==> src/rtl/timer_bus_pkg.sv <==
// Shared types and default constants for the timer register-bus arbiter.
package timer_bus_pkg;

  localparam logic [7:0] ADDR_MAX_DEFAULT = 8'h07;
  localparam int         TIMEOUT_DEFAULT  = 16;

  typedef enum logic [1:0] {
    IDLE,
    ACCESS,
    DONE
  } state_e;

  typedef struct packed {
    logic       wr;
    logic [7:0] addr;
    logic [7:0] wdata;
  } cmd_t;

endpackage

==> src/rtl/timer_bus_arbiter_if.sv <==
// Requester-side register bus: a master raises req and holds it until the one-cycle ack.
interface timer_bus_arbiter_if;
  logic       req;
  logic       wr;
  logic [7:0] addr;
  logic [7:0] wdata;
  logic       ack;
  logic [7:0] rdata;
  logic       err;

  modport master (output req, wr, addr, wdata, input ack, rdata, err);
  modport slave  (input req, wr, addr, wdata, output ack, rdata, err);
endinterface

==> src/rtl/timer_rr_pick.sv <==
// Two-way round-robin selector: on a tie the requester that was not granted last wins.
module timer_rr_pick (
  input  logic [1:0] i_req,
  input  logic       i_last_gnt,
  output logic       o_valid,
  output logic       o_winner
);

  assign o_valid  = |i_req;
  assign o_winner = (&i_req) ? ~i_last_gnt : i_req[1];

endmodule

==> src/rtl/timer_bus_arbiter.sv <==
// Shares the timer register bus between two masters, one access at a time, with
// local rejection of out-of-range addresses and a timeout on a silent slave.
module timer_bus_arbiter
  import timer_bus_pkg::*;
#(
  parameter logic [7:0] ADDR_MAX = ADDR_MAX_DEFAULT,
  parameter int         TIMEOUT  = TIMEOUT_DEFAULT
) (
  input  logic                      clk,
  input  logic                      rst,
  timer_bus_arbiter_if.slave        m0,
  timer_bus_arbiter_if.slave        m1,
  output logic                      o_t_sel,
  output logic                      o_t_wr,
  output logic [7:0]                o_t_addr,
  output logic [7:0]                o_t_wdata,
  input  logic [7:0]                i_t_rdata,
  input  logic                      i_t_ready
);

  localparam int CNT_W = $clog2(TIMEOUT) + 1;

  state_e           r_state;
  state_e           w_next_state;
  cmd_t             r_cmd;
  cmd_t             w_pick_cmd;
  logic             r_winner;
  logic             r_last_gnt;
  logic [CNT_W-1:0] r_cnt;

  logic             w_valid;
  logic             w_winner;
  logic             w_addr_ok;
  logic             w_timeout;

  logic             w_t_sel;
  cmd_t             w_t_cmd;
  logic [1:0]       w_ack;
  logic             w_err;
  logic [7:0]       w_rdata;

  logic             r_t_sel;
  cmd_t             r_t_cmd;
  logic [1:0]       r_ack;
  logic [1:0]       r_err;
  logic [7:0]       r_rdata0;
  logic [7:0]       r_rdata1;

  timer_rr_pick u_pick (
    .i_req      ({m1.req, m0.req}),
    .i_last_gnt (r_last_gnt),
    .o_valid    (w_valid),
    .o_winner   (w_winner)
  );

  assign w_pick_cmd = w_winner ? cmd_t'{m1.wr, m1.addr, m1.wdata}
                               : cmd_t'{m0.wr, m0.addr, m0.wdata};
  assign w_addr_ok  = (w_pick_cmd.addr <= ADDR_MAX);
  assign w_timeout  = (r_cnt == CNT_W'(TIMEOUT - 1));

  // NOTE: sequential state uses <= so every register samples pre-edge values.
  always_ff @(posedge clk) begin
    if (rst) r_state <= IDLE;
    else     r_state <= w_next_state;
  end

  always_comb begin
    w_next_state = r_state;
    case (r_state)
      IDLE:    if (w_valid) w_next_state = w_addr_ok ? ACCESS : DONE;
      ACCESS:  if (i_t_ready || w_timeout) w_next_state = DONE;
      DONE:    w_next_state = IDLE;
      default: w_next_state = IDLE;
    endcase
  end

  // Next values of the registered outputs; ready wins over a same-cycle timeout.
  always_comb begin
    // NOTE: every output gets a default first so no path infers a latch.
    w_t_sel = 1'b0;
    w_t_cmd = '0;
    w_ack   = '0;
    w_err   = 1'b0;
    w_rdata = '0;
    case (r_state)
      IDLE: begin
        if (w_valid) begin
          if (w_addr_ok) begin
            w_t_sel = 1'b1;
            w_t_cmd = w_pick_cmd;
          end else begin
            w_ack[w_winner] = 1'b1;
            w_err           = 1'b1;
          end
        end
      end
      ACCESS: begin
        if (i_t_ready) begin
          w_ack[r_winner] = 1'b1;
          w_rdata         = r_cmd.wr ? 8'h00 : i_t_rdata;
        end else if (w_timeout) begin
          w_ack[r_winner] = 1'b1;
          w_err           = 1'b1;
        end else begin
          w_t_sel = 1'b1;
          w_t_cmd = r_cmd;
        end
      end
      default: ;
    endcase
  end

  always_ff @(posedge clk) begin
    if (rst) begin
      r_cmd      <= '0;
      r_winner   <= 1'b0;
      r_last_gnt <= 1'b1;
      r_cnt      <= '0;
      r_t_sel    <= 1'b0;
      r_t_cmd    <= '0;
      r_ack      <= '0;
      r_err      <= '0;
      r_rdata0   <= '0;
      r_rdata1   <= '0;
    end else begin
      r_t_sel  <= w_t_sel;
      r_t_cmd  <= w_t_cmd;
      r_ack    <= w_ack;
      r_err    <= w_ack & {2{w_err}};
      r_rdata0 <= w_ack[0] ? w_rdata : 8'h00;
      r_rdata1 <= w_ack[1] ? w_rdata : 8'h00;

      if (r_state == IDLE && w_valid) begin
        r_cmd    <= w_pick_cmd;
        r_winner <= w_winner;
      end

      // Counter saturates at the timeout value, so it can never wrap.
      if (r_state != ACCESS)            r_cnt <= '0;
      else if (!w_timeout)              r_cnt <= r_cnt + 1'b1;

      if (r_state == DONE) r_last_gnt <= r_winner;
    end
  end

  assign o_t_sel   = r_t_sel;
  assign o_t_wr    = r_t_cmd.wr;
  assign o_t_addr  = r_t_cmd.addr;
  assign o_t_wdata = r_t_cmd.wdata;

  assign m0.ack   = r_ack[0];
  assign m0.err   = r_err[0];
  assign m0.rdata = r_rdata0;
  assign m1.ack   = r_ack[1];
  assign m1.err   = r_err[1];
  assign m1.rdata = r_rdata1;

endmodule

==> src/flat_wrapper.sv <==
// flat-port wrapper written by rule: the top's interface ports become plain ports
module timer_bus_arbiter_flat import timer_bus_pkg::*;
#(
  parameter logic [7:0] ADDR_MAX = ADDR_MAX_DEFAULT,
  parameter int         TIMEOUT  = TIMEOUT_DEFAULT
)
  (clk, rst, o_t_sel, o_t_wr, o_t_addr, o_t_wdata, i_t_rdata, i_t_ready, m0_req, m0_wr, m0_addr, m0_wdata, m0_ack, m0_rdata, m0_err, m1_req, m1_wr, m1_addr, m1_wdata, m1_ack, m1_rdata, m1_err);
  timer_bus_arbiter_if m0_i ();
  timer_bus_arbiter_if m1_i ();
  input  logic clk;
  input  logic rst;
  output logic o_t_sel;
  output logic o_t_wr;
  output logic [7:0] o_t_addr;
  output logic [7:0] o_t_wdata;
  input  logic [7:0] i_t_rdata;
  input  logic i_t_ready;
  input wire logic [$bits(m0_i.req)-1:0] m0_req;
  input wire logic [$bits(m0_i.wr)-1:0] m0_wr;
  input wire logic [$bits(m0_i.addr)-1:0] m0_addr;
  input wire logic [$bits(m0_i.wdata)-1:0] m0_wdata;
  output wire logic [$bits(m0_i.ack)-1:0] m0_ack;
  output wire logic [$bits(m0_i.rdata)-1:0] m0_rdata;
  output wire logic [$bits(m0_i.err)-1:0] m0_err;
  input wire logic [$bits(m1_i.req)-1:0] m1_req;
  input wire logic [$bits(m1_i.wr)-1:0] m1_wr;
  input wire logic [$bits(m1_i.addr)-1:0] m1_addr;
  input wire logic [$bits(m1_i.wdata)-1:0] m1_wdata;
  output wire logic [$bits(m1_i.ack)-1:0] m1_ack;
  output wire logic [$bits(m1_i.rdata)-1:0] m1_rdata;
  output wire logic [$bits(m1_i.err)-1:0] m1_err;
  assign m0_i.req = m0_req;
  assign m0_i.wr = m0_wr;
  assign m0_i.addr = m0_addr;
  assign m0_i.wdata = m0_wdata;
  assign m0_ack = m0_i.ack;
  assign m0_rdata = m0_i.rdata;
  assign m0_err = m0_i.err;
  assign m1_i.req = m1_req;
  assign m1_i.wr = m1_wr;
  assign m1_i.addr = m1_addr;
  assign m1_i.wdata = m1_wdata;
  assign m1_ack = m1_i.ack;
  assign m1_rdata = m1_i.rdata;
  assign m1_err = m1_i.err;
  timer_bus_arbiter #(.ADDR_MAX(ADDR_MAX), .TIMEOUT(TIMEOUT)) u_core (.clk(clk), .rst(rst), .m0(m0_i), .m1(m1_i), .o_t_sel(o_t_sel), .o_t_wr(o_t_wr), .o_t_addr(o_t_addr), .o_t_wdata(o_t_wdata), .i_t_rdata(i_t_rdata), .i_t_ready(i_t_ready));
endmodule
==> config.mk <==
export PLATFORM = sky130hd
export DESIGN_NAME = timer_bus_arbiter_flat
export DESIGN_NICKNAME = d
export VERILOG_FILES = /design/src/rtl/timer_bus_pkg.sv /design/src/rtl/timer_bus_arbiter_if.sv /design/src/rtl/timer_rr_pick.sv /design/src/rtl/timer_bus_arbiter.sv /design/src/flat_wrapper.sv
export SDC_FILE = /design/constraint.sdc
export NUM_CORES = 1
export LEC_CHECK = 0
export BUFFER_PORTS_ARGS = -buffer_cell sky130_fd_sc_hd__buf_2
export CORE_ASPECT_RATIO = 2
export CORE_MARGIN = 4
export CORE_UTILIZATION = 49
export DETAILED_ROUTE_END_ITERATION = 7
export GPL_ROUTABILITY_DRIVEN = 0
export PLACE_DENSITY = 0.78
export SYNTH_ARGS = -nofsm -noshare
export SYNTH_HDL_FRONTEND = slang
export SYNTH_HIERARCHICAL = 1
export SYNTH_SLANG_ARGS = --single-unit
export TNS_END_PERCENT = 30
==> constraint.sdc <==
create_clock -name clk -period 2.65 [get_ports clk]
set_input_delay 0.1325 -clock clk [delete_from_list [all_inputs] [get_ports clk]]
set_output_delay 0.1325 -clock clk [all_outputs]
set_load 0.02 [all_outputs]
==> results_dict.tcl <==
set metrics [dict create \
    r2r_end "u_core/o_t_addr[6]" \
    cts_setup_buffers 0 \
    ys_types 40 \
    drv_cap 0 \
    endpoint "u_core/o_t_addr[6]" \
    worstSetupPathDepth 7 \
    gr-usage-all-layers_pct 18.48 \
    cp_max_fo 17 \
    cts_root_buf "clkbuf_8" \
    postSynthCellCount 232 \
    ctsResizeCount 0 \
    wl_per_cell_um 13.73 \
    arrival_ps 2470 \
    netlist_area_um2 2435 \
    syn_to_final_growth_pct 26.36 \
    finalNonFillerCells 382 \
    period_needed_ps 2180 \
    clkLatencyLatePin_ps 340 \
    hold_path_class "in2reg" \
    cp_slowest_cell "or4b_4" \
    clk_pin_slew_worst_paths_ps 70 \
    die_x_um 57.85 \
    grt_start_max_net_pins 25 \
    ys_warn_count 6 \
    hold_ws_ps 25.35 \
    leakage_nw 1.479 \
    dr.pass1.iters 4 \
    nets 369 \
    clock-sinks 64 \
    wl_um 5246 \
    htree_levels 3 \
    final_layout_size_suffix_gt1_share_pct 40.62 \
    die_h_um 107.7 \
    dp_hpwl_um 3954 \
    r2r_slack_ps 470 \
    gr-total-overflow 0 \
    slowest_delay_ps 610 \
    dieArea_um2 6229 \
    antenna_cells 0 \
    rows 36 \
    finalHoldViolations 0 \
    ant_nets 0 \
    setup_violations 0 \
    clk_path_buf_depth 2 \
    post-route-period-util_pct 82.26 \
    crit_top_cell "ha_1" \
    cp_cell_sequence "ha_1 > and3_1 > ha_1 > or4b_4 > nor3_4 > buf_4 > and2_2" \
    cts_buffers 9 \
    required_ps 2940 \
    ys_seq_area_share_pct 52.62 \
    cts_hold_buf 0 \
    worst_slew_pin_slew_ps 676.1 \
    peakVddDrop_v 0.0003538 \
    clock_skew_ps 6.631 \
    vias 1968 \
    grt_antenna_before_repair 0 \
    critPathBufInv 1 \
    grt_pass1_vias 1998 \
    io_pins 85 \
    vias_per_cell 5.152 \
    port_buffers 84 \
    crit_start "u_core/r_cnt[0]" \
    initial_core_util_pct 50.05 \
    path_class "reg2reg" \
    syn-num-nets 281 \
    power_density_nw_per_um2 628.0 \
    status "finished clean" \
    drt_iter0_drc 37 \
    grt_pass1_wl_um 8742 \
    slew_headroom_pct 54.73 \
    fmax_ghz 0.4587 \
    synth-seq-cells 64 \
    end_kind "flop" \
    hold_depth 2 \
    drc 0 \
    post_synth.cell_area_avg_um2 10.49 \
    regToRegStartpoint "u_core/r_cnt[0]" \
    setup_tns_ps 0 \
    rsz0062_at_grt "false" \
    core_um2 4865 \
    reg2reg_depth 7 \
    cts_tree "built" \
    path_delay_family "simple AND/OR/NAND/NOR gates" \
    start_kind "flop" \
    slew_viol_final 0 \
    place_inst 366 \
]
worst min path at each step:
stage,from,to
finish,i_t_rdata[4],u_core/m0.rdata[4]
global route,i_t_rdata[1],u_core/m1.rdata[1]
CTS,i_t_rdata[4],u_core/m0.rdata[4]
detailed placement,i_t_rdata[2],u_core/m1.rdata[2]
global placement,i_t_rdata[3],u_core/m0.rdata[3]
floorplan,rst,u_core/r_last_gnt
cell usage in the layout, fill, tap and decap left out, drive strengths merged, types with 5 or more instances in the layout:
cell	instances
buf	89
dfxtp	64
nor2	27
mux2i	18
and3	17
nand2	17
a211oi	16
o21ai	15
clkbuf	11
and2	7
a21oi	5
clkinv	5
worst reg2reg max path, cell delays in order (launching register included):
cell	delay, ps
dfxtp_1	330
ha_1	210
and3_1	180
ha_1	280
or4b_4	610
nor3_4	120
buf_4	240
and2_2	170
registers in the layout, summed over array words and instances (netlist names), 2 cells and up:
| signal | flops |
|---|---|
| u_core/r_cmd | 17 |
| u_core/r_cnt | 5 |
| u_core/o_t_addr | 8 |
| u_core/m1.rdata | 8 |
| u_core/m0.rdata | 8 |
| u_core/r_err | 2 |
| u_core/r_ack | 2 |
| u_core/o_t_wdata | 8 |
| u_core/r_state | 2 |
area by class of cell:
| class | instances | area (um2) |
|---|---|---|
| clock inverters | 5 | 32.53 |
| inverters | 3 | 11.26 |
| clock buffers | 11 | 141.4 |
| well taps | 57 | 71.32 |
| flip-flops and latches | 64 | 1281 |
| repair buffers | 89 | 457.9 |
| multi-input cells | 153 | 1081 |
| fillers | 440 | 1788 |
cells by family after synthesis:
group	share of synthesized area, %
and+or+nand+nor	20.40
DFF	52.62
AOI/OAI and AO/OA	12.80
muxes	8.376
buffers and inverters	3.699
xor gates and xnor gates	1.079
adders and majority gates	1.028
per-layer routing:
metal	wire, um	vias up	GRT usage (%)
met5	0	-	0
li1	-	984	-
met3	322	18	2.521
met2	2789	70	31.80
met4	227	0	13.93
met1	1907	896	19.64
where the power goes:
part	internal [mW]	switching, mW	total [mW]	leakage (nW)
Sequential	0.998	0.0221	1.02	0.521
Combinational	0.0878	0.105	0.193	0.865
Clock	0.363	0.356	0.719	0.0930
per-stage QoR:
stage | util, % | total power, mW | setup slack (ps) | instance area (um2)
after floorplan | - | 1.162 | 558.4 | 2435
after global placement | 59.67 | 1.230 | 523.3 | 2903
after detailed placement | 59.67 | 1.237 | 479.0 | 2903
after CTS | 63.25 | 1.946 | 459.0 | 3077
after global routing | 63.25 | 2.005 | 303.6 | 3077
final | 63.25 | 1.932 | 470.1 | 3077
Yosys cell counts:
| library cell | instances | area, um2 |
|---|---|---|
| nand3b_1 | 1 | 7.510 |
| nor2_1 | 27 | 101.4 |
| and2_1 | 2 | 12.51 |
| and2b_1 | 2 | 15.01 |
| nand4b_1 | 1 | 8.760 |
| a21o_1 | 1 | 7.510 |
| nor3_4 | 1 | 16.27 |
| xor2_1 | 2 | 17.52 |
| ha_1 | 2 | 25.02 |
| o21ai_0 | 4 | 20.02 |
| or4_4 | 2 | 22.52 |
| nor4bb_1 | 1 | 10.01 |
| xnor2_1 | 1 | 8.760 |
| inv_1 | 3 | 11.26 |
| mux2_2 | 1 | 11.26 |
| or3b_4 | 1 | 11.26 |
| nand2_2 | 2 | 12.51 |
| buf_6 | 3 | 33.78 |
| a21oi_1 | 5 | 25.02 |
| o21ai_1 | 1 | 5.000 |
| and3_1 | 17 | 106.4 |
| o211ai_1 | 3 | 22.52 |
| or2_1 | 1 | 6.260 |
| nor3_1 | 3 | 15.01 |
| buf_4 | 2 | 15.01 |
| buf_2 | 3 | 15.01 |
| mux2i_1 | 17 | 170.2 |
| nor2b_1 | 2 | 12.51 |
| clkbuf_1 | 4 | 15.01 |
| and2_2 | 5 | 37.54 |
| o32ai_2 | 1 | 16.27 |
| o21ai_2 | 10 | 87.58 |
| nor3b_2 | 2 | 25.02 |
| mux2i_4 | 1 | 22.52 |
| a211oi_1 | 16 | 120.1 |
| a21boi_1 | 1 | 7.510 |
| or4b_4 | 1 | 13.76 |
| nand2_1 | 15 | 56.30 |
| dfxtp_1 | 64 | 1281 |
| nand2b_1 | 1 | 6.260 |
No activity file was read; power rests on OpenSTA's default activity.
